## config.mk

```make
export PLATFORM = sky130hd
export DESIGN_NAME = fifo_ctrl
export DESIGN_NICKNAME = d
export VERILOG_FILES = /design/src/rtl/fifo_pkg.sv /design/src/rtl/fifo_ctrl.sv
export SDC_FILE = /design/constraint.sdc
export NUM_CORES = 1
export LEC_CHECK = 0
export CAP_MARGIN = 40
export CELL_PAD_IN_SITES_DETAIL_PLACEMENT = 1
export CELL_PAD_IN_SITES_GLOBAL_PLACEMENT = 1
export CORE_ASPECT_RATIO = 1.25
export CORE_UTILIZATION = 35
export CTS_CLUSTER_DIAMETER = 50
export DETAILED_ROUTE_END_ITERATION = 7
export PLACE_DENSITY = 0.8
export SETUP_SLACK_MARGIN = 0.05
export SLEW_MARGIN = 20
export SYNTH_ARGS = -nofsm -noshare
export SYNTH_HDL_FRONTEND = slang
export SYNTH_SLANG_ARGS = --single-unit
```

## constraint.sdc

```tcl
create_clock -name clk -period 3.3 [get_ports clk]
set_input_delay 0.33 -clock clk [delete_from_list [all_inputs] [get_ports clk]]
set_output_delay 0.33 -clock clk [all_outputs]
set_load 0.005 [all_outputs]
```

## src/rtl/fifo_pkg.sv

```systemverilog
// Shared constants and status bundle for the synchronous FWFT FIFO.
package fifo_pkg;

  localparam int FIFO_ADDR_WIDTH = 3;
  localparam int FIFO_DATA_WIDTH = 8;

  typedef struct packed {
    logic full;
    logic empty;
    logic almost_full;
    logic almost_empty;
    logic overflow;
    logic underflow;
  } fifo_status_t;

  localparam fifo_status_t FIFO_STATUS_RST = '{
    full:         1'b0,
    empty:        1'b1,
    almost_full:  1'b0,
    almost_empty: 1'b1,
    overflow:     1'b0,
    underflow:    1'b0
  };

endpackage

```

## src/rtl/fifo_ctrl.sv

```systemverilog
// Pointer/flag controller for the FWFT FIFO register file.
// Latency: w_en combinational with the push; pointers, count and flags update at the same edge.
// Backpressure: push dropped when full unless a pop frees the head slot in the same cycle.
module fifo_ctrl
  import fifo_pkg::*;
#(
  parameter int ADDR_WIDTH = FIFO_ADDR_WIDTH,
  parameter int AF_LEVEL   = 2**ADDR_WIDTH - 1,
  parameter int AE_LEVEL   = 1
) (
  input  logic                  clk,
  input  logic                  rst_n,
  input  logic                  wr,
  input  logic                  rd,
  input  logic                  clr_err,
  output logic                  w_en,
  output logic [ADDR_WIDTH-1:0] w_addr,
  output logic [ADDR_WIDTH-1:0] r_addr,
  output logic [ADDR_WIDTH:0]   count,
  output logic                  full,
  output logic                  empty,
  output logic                  almost_full,
  output logic                  almost_empty,
  output logic                  overflow,
  output logic                  underflow
);

  localparam int CW = ADDR_WIDTH + 1;
  localparam logic [CW-1:0] CNT_FULL = CW'(2**ADDR_WIDTH);
  localparam logic [CW-1:0] CNT_AF   = CW'(AF_LEVEL);
  localparam logic [CW-1:0] CNT_AE   = CW'(AE_LEVEL);

  logic [ADDR_WIDTH-1:0] r_waddr;
  logic [ADDR_WIDTH-1:0] r_raddr;
  logic [CW-1:0]         r_count;
  fifo_status_t          r_status;

  logic                  w_push;
  logic                  w_pop;
  logic [CW-1:0]         w_count_nxt;
  fifo_status_t          w_status_nxt;

  // A push on full is legal when the head is popped in the same cycle.
  assign w_push = wr & (~r_status.full | rd);
  assign w_pop  = rd & ~r_status.empty;

  assign w_count_nxt = r_count + CW'(w_push) - CW'(w_pop);

  // Flags come from next-count so they change on the same edge as count.
  always_comb begin
    w_status_nxt              = r_status;
    w_status_nxt.full         = (w_count_nxt == CNT_FULL);
    w_status_nxt.empty        = (w_count_nxt == '0);
    w_status_nxt.almost_full  = (w_count_nxt >= CNT_AF);
    w_status_nxt.almost_empty = (w_count_nxt <= CNT_AE);
    w_status_nxt.overflow     = (wr & r_status.full & ~rd) | (r_status.overflow & ~clr_err);
    w_status_nxt.underflow    = (rd & r_status.empty) | (r_status.underflow & ~clr_err);
  end

  always_ff @(posedge clk or negedge rst_n) begin
    if (!rst_n) begin
      r_waddr  <= '0;
      r_raddr  <= '0;
      r_count  <= '0;
      r_status <= FIFO_STATUS_RST;
    end else begin
      if (w_push) r_waddr <= r_waddr + 1'b1;
      if (w_pop)  r_raddr <= r_raddr + 1'b1;
      r_count  <= w_count_nxt;
      r_status <= w_status_nxt;
    end
  end

  assign w_en         = w_push;
  assign w_addr       = r_waddr;
  assign r_addr       = r_raddr;
  assign count        = r_count;
  assign full         = r_status.full;
  assign empty        = r_status.empty;
  assign almost_full  = r_status.almost_full;
  assign almost_empty = r_status.almost_empty;
  assign overflow     = r_status.overflow;
  assign underflow    = r_status.underflow;

endmodule
```

## Word-level counts from Yosys, hierarchy flattened

Cells that the tools add are included.

| storage, ports and cells | value |
|---|---|
| register bits | 16 |
| bits in latches | 0 |
| bits in writable memories | 0 |
| bits in read-only memories | 0 |
| output and inout port bits | 17 |
| memories | 0 |

| operators by class | value |
|---|---|
| $add $sub $neg | 4 |
| multipliers | 0 |
| divide/modulo/power cells | 0 |
| magnitude comparators | 2 |
| equality and inequality tests | 1 |
| shifts and indexed selects | 0 |
| mux-type cells | 0 |
| bitwise gates (word level) | 14 |
| reductions and logical operators | 1 |

Operator list:

| operator | number |
|---|---|
| 1-bit AND | 7 |
| 3-bit by 1-bit adder with 3-bit output (second input constant) | 2 |
| 4-bit by 1-bit adder with 4-bit output | 1 |
| 4-bit equality test (second input constant) | 1 |
| 4-bit by 3-bit >= comparator with 1-bit output (second input constant) | 1 |
| 4-bit by 1-bit <= comparator with 1-bit output (second input constant) | 1 |
| 4-bit logical NOT | 1 |
| 1-bit inverter | 4 |
| 4-bit by 1-bit subtractor with 4-bit output | 1 |
| 1-bit OR | 3 |

## Logic depth before layout (Yosys ltp)

Gate-level depths: netlist (run 1).

| logic depth | value |
|---|---|
| depth after elaboration | 6 |
| gate-level depth with buffers | 9 |
| gate-level depth less buffers | 9 |

## Worst setup path before layout (run 1)

No wires, ideal clock.

| timing | value |
|---|---|
| path type | register to register |
| start point | register r_status (netlist bit empty) |
| end point | register r_status (netlist bit full) |
| setup time | 0.068 ns |
| arrival time | 2.200 ns |
| slack | 1.033 ns |
| cell stages (with the launch flop) | 10 |
| clock period less this slack | 2.267 ns |
| cell sequence | dfstp_2 -> nor2b_1 -> ha_1 -> inv_1 -> ha_1 -> inv_1 -> fa_1 -> inv_1 -> or3_1 -> and3b_1 |

RTL lines:

| element | line | text |
|---|---|---|
| start: declaration | fifo_ctrl.sv:36 | `fifo_status_t r_status;` |
| start signal: assignment | fifo_ctrl.sv:70 | `r_status <= w_status_nxt;` |

==> results of run 1 <==
registers in the layout, summed over array words and instances (netlist names):
name	count
count	4
r_addr	3
w_addr	3
almost_empty	1
almost_full	1
empty	1
full	1
overflow	1
underflow	1
Yosys cell counts, types with 2 or more instances:
cell type,count,area (sq um)
nand2_1,3,11.3
ha_1,6,75.1
mux2_2,2,22.5
xnor2_1,5,43.8
dfrtp_1,14,350
o21ai_0,2,10.0
inv_1,11,41.3
dfstp_2,2,52.6
layer usage:
metal  vias to the layer above  GRT usage (%)
li1                        244              -
met1                       267           17.1
met2                        10           26.5
met3                         0           3.07
met4                         0           3.03
met5                         -              0
cell type report:
class                   count  area [sq um]
clock buffers               4          36.3
fillers                   203           977
inverters                  11          41.3
multi-input cells          33           289
flip-flops and latches     16           403
well taps                  20          25.0
repair buffers             21           210
worst register-to-register path, stage by stage (launching register included):
cell,delay (ns)
dfstp_2,0.39
nor2b_1,0.29
ha_1,0.30
inv_1,0.05
ha_1,0.15
inv_1,0.05
fa_1,0.48
inv_1,0.09
or3_1,0.39
and3b_1,0.22
per-stage QoR:
stage	hold WS, ns	cell area (sq um)	setup slack (ns)	power (W)	util [%]
floorplan	0.0344	733	1.03	0.000657	-
global placement	0.461	968	0.421	0.000881	48.9
detailed placement	0.477	968	0.336	0.000902	48.9
CTS	0.486	1000	0.629	0.00103	50.7
global route	0.507	1000	0.473	0.00111	50.7
finish	0.461	1000	0.639	0.00102	50.7
power groups by stage:
stage / clock [W] / sequential (W) / combinational, W
floorplan: 0 / 0.000352 / 0.000305
global placement: 0 / 0.000348 / 0.000533
detailed placement: 0 / 0.000353 / 0.000549
CTS: 0.000132 / 0.000349 / 0.000552
global route: 0.000137 / 0.000357 / 0.000612
finish: 0.000128 / 0.000347 / 0.000541
cell families after synthesis:
kind of cell / Yosys count / synth area share, %
DFF: 16 / 54.9
buffers and inverters: 11 / 5.63
and+or+nand+nor: 11 / 9.22
AOI/OAI and AO/OA: 7 / 7.00
adders and majority gates: 7 / 13.0
xor gates and xnor gates: 6 / 7.17
muxes: 2 / 3.07
worst paths after layout:
check / from / endpoint / slack, ns / cells past startpoint
min in group clk: r_addr[2] / r_addr[2] / 0.49 / 1
max in group asynchronous: rst_n / r_addr[2] / 2.40 / 1
worst max-delay path: rd / full / 0.64 / 10
worst max register to register: empty / full / 0.83 / 9
worst min-delay path: rst_n / almost_full / 0.46 / 1
worst min register to register: r_addr[2] / r_addr[2] / 0.49 / 1
==> results.ini, run 1 <==
[clock_tree]
clkTransAtPathRegs_ns = 0.10
clk_latency_ns = 0.28
cts_sinks = 16
cts_setup_buffers = 0
numCtsBuffers = 3
tritoncts = done
cts_hold_buf = 0
post_cts_resized = 0
cts_max_level = 1
clockBufferDepth = 2
cts.root.buffer_cell = clkbuf_4

[detailed_routing]
drt_drc_violations_left = 0
first_pass_iters = 2
wl_met3_um = 44
first_iter_violations = 3
wire_per_inst_um = 13.3
met1Wirelength_um = 601
wirelength_um = 1400
vias_per_cell = 4.96
routed.top_layer = met3
routed-wl-met2_um = 754
postRouteAntennaNets = 0
vias = 521

[setup_path]
cp_max_fo = 4
criticalPathCategory = in -> reg
cpMostUsedCell = inv_1
arrival_ns = 2.88
cpMaxStageDelayCell = clkdlybuf4s50_1
crit_family = simple AND/OR/NAND/NOR gates
critical_path_required_ns = 3.51
critPathBufInv = 4
startpoint_type = input port
cp_cell_sequence = clkdlybuf4s50_1 > nor2b_1 > ha_1 > inv_1 > ha_1 > inv_1 > fa_1 > inv_1 > or3_1 > and3b_1
critPathCaptureType = flip-flop
slowest_delay_ns = 0.49

[placement]
dp.cells = 101
io_buffers = 21
gp_congestion = 0.673
place_hpwl_um = 1130

[timing]
setup_viol = 0
max_freq_mhz = 376
fin_crit_sh_pct = 80.6
slew_viol_final = 0
setup_tns_ns = 0
hold_viol_final = 0
worst_slew_pin_slew_ns = 0.696
rsz0062_at_grt = no
slew_headroom_pct = 53.4
skew_ns = 0.00564
layout_min_cycle_time_ns = 2.66

[die]
dieArea_sq_um = 2280
dieWidth_um = 42.9
pin_count = 22
fp-row-count = 18
core_sq_um = 1980
initial_core_util_pct = 37.0
die_h_um = 53.2

[final_layout]
final_cell_mix = 21 x clkdlybuf4s50_1, 14 x dfrtp_1, 11 x inv_1
final_common_cell = clkdlybuf4s50_1
fin_cells = 105
syn_to_final_growth_pct = 37.0
n_antenna_cell = 0
nets = 98
layout-drive-gt1-share_pct = 11.8

[logic_synthesis]
syn_inst = 60
synth_area_per_cell_sq_um = 12.2
async_flop_share_pct = 100
yosys_warnings = 0
ys_ff_latch = 16
syn_area_sq_um = 733
synthFlopType = dfrtp_1
synth_edf_count = 0
yosysUniqueCellTypes = 23
syn_nets = 72
ys_seq_area_share_pct = 54.9

[grt]
grt_pass1_vias = 553
grt_usage_pct = 14.4
overflow = 0
grt_pass1_wl_um = 2460
grt_start_max_net_pins = 17
antenna_found_initial = 0

[power_and_ir_drop]
ir_worst_vdd_mv = 0.664
p_int_w = 0.000662
p_sw_w = 0.000353
power_frac_comb_pct = 53.3
p_seq_share_pct = 34.2
powerDensity_nw_per_um2 = 1010
p_leak_nw = 0.461
p_clk_share_pct = 12.6
switching_share_pct = 34.8

[outcome]
status = finished clean

[worst_hold_path]
hold_class = in -> async

[flow_run]
maxCapViolCount = 0

Note: power is estimated with default switching activity, not from simulation.
==> run 2, diff against run 1 <==
==> constraint.sdc (replaced) <==
create_clock -name clk -period 2.7 [get_ports clk]
set_input_delay 0.27 -clock clk [delete_from_list [all_inputs] [get_ports clk]]
set_output_delay 0.27 -clock clk [all_outputs]
set_load 0.005 [all_outputs]
==> results.ini, run 2 (synthesized netlist as in run 1, its figures left out) <==
[final_layout]
nets = 103
seqCellArea_sq_um = 403
layout-drive-gt1-share_pct = 16.7
multi_input_area_sq_um = 289
fin_cells = 110
largest_reg_flops = 4
final_common_cell = clkdlybuf4s50_1
final_cell_mix = 21 x clkdlybuf4s50_1, 14 x dfrtp_1, 11 x inv_1
n_antenna_cell = 0
fillers = 227
syn_to_final_growth_pct = 42.2

[clock_tree]
cts_sinks = 16
clk_latency_ns = 0.29
cts_setup_buffers = 0
cts_max_level = 1
cts.root.buffer_cell = clkbuf_4
tritoncts = done
clkTransAtPathRegs_ns = 0.09
cts_hold_buf = 0
numCtsBuffers = 3
post_cts_resized = 0
clockBufferDepth = 2

[grt]
overflow = 0
grt_start_max_net_pins = 17
antenna_found_initial = 0
grt_usage_pct = 17.1
grt_pass1_wl_um = 2770
grt_pass1_vias = 605

[setup_path]
rrSetupSlack_ns = 0.34
cp_max_fo = 3
criticalPathCategory = in -> reg
rr_worst_depth = 9
cp-startpoint = rd
reg2reg_to = full
critPathCaptureType = flip-flop
critical_path_required_ns = 2.93
crit_end = full
startpoint_type = input port
arrival_ns = 2.63
timing.rr.start = empty

[timing]
setup_viol = 0
slew_viol_final = 0
holdWs_ns = 0.394
fin_ws_ns = 0.305
layout_min_cycle_time_ns = 2.40
slew_headroom_pct = 52.9
max_freq_mhz = 417
skew_ns = 0.00340
hold_viol_final = 0
fin_crit_sh_pct = 88.7
rsz0062_at_grt = no
worst_slew_pin_slew_ns = 0.704
setup_tns_ns = 0

[detailed_routing]
first_pass_iters = 3
drt_drc_violations_left = 0
first_iter_violations = 5
wire_per_inst_um = 13.8
vias_per_cell = 4.91
postRouteAntennaNets = 0
vias = 540
wirelength_um = 1520

[power_and_ir_drop]
powerDensity_nw_per_um2 = 1300
power_w = 0.00135
p_leak_nw = 0.484
ir_worst_vdd_mv = 0.795

[die]
dieArea_sq_um = 2280
pin_count = 22
core_sq_um = 1980
fp-row-count = 18
initial_core_util_pct = 37.0
die_h_um = 53.2
dieWidth_um = 42.9

[placement]
dp.cells = 106
gp_congestion = 0.715
pre_cts_ws_ns = 0.00654
place_hpwl_um = 1200
io_buffers = 21

[worst_hold_path]
hold_class = in -> async

[outcome]
status = finished clean

[flow_run]
maxCapViolCount = 0

==> run 2: cell count changes in the layout (fill, tap and decap cells not counted), sizes merged <==
cell | before | now
buf | 0 | 5
==> run 2: routing by layer <==
| layer | up-vias | global-route usage, % | part of all wire (%) | routed length [um] |
|---|---|---|---|---|
| li1 | 259 | - | - | - |
| met1 | 263 | 19.0 | 41 | 618 |
| met2 | 16 | 29.3 | 53 | 800 |
| met3 | 2 | 6.14 | 5.3 | 81 |
| met4 | 0 | 7.58 | 0.92 | 14 |
| met5 | - | 0 | 0 | 0 |
==> run 2: worst min path at each step <==
stage                        endpoint  startpoint  slack, ns  cells after the start
after floorplan           almost_full       rst_n      -0.03                      0
after global placement      r_addr[2]   r_addr[2]       0.46                      1
after detailed placement    r_addr[2]   r_addr[2]       0.46                      1
after CTS                    overflow       rst_n       0.41                      1
after global routing             full       rst_n       0.45                      1
final                       w_addr[0]       rst_n       0.39                      1
==> run 2: worst max-delay path: stages <==
cell and delay [ns]:
clkdlybuf4s50_1 0.49, nor2b_1 0.19, ha_1 0.25, inv_1 0.05, ha_1 0.15, inv_1 0.05, fa_1 0.49, inv_1 0.05
or3_1 0.40, and3b_1 0.23
==> run 2: final cells by class <==
type / instances / area share, %
repair buffers: 26 / 23.8
flip-flops and latches: 16 / 38.7
clock buffers: 4 / 3.48
multi-input cells: 33 / 27.7
well taps: 20 / 2.40
inverters: 11 / 3.96
==> run 2: through the flow <==
| stage | utilization (%) | instance area, sq um |
|---|---|---|
| finish | 52.6 | 1040 |
| global route | 52.6 | 1040 |
| CTS | 52.6 | 1040 |
| detailed placement | 50.8 | 1010 |
| global placement | 50.8 | 1010 |
| floorplan | - | 733 |
==> run 2: power breakdown <==
part	internal, W	switching, W	total (W)	leakage (nW)
clock	0.0000823	0.0000748	0.000157	0.0210
sequential	0.000350	0.0000725	0.000422	0.189
combinational	0.000452	0.000319	0.000771	0.274
total	0.000884	0.000466	0.00135	0.484
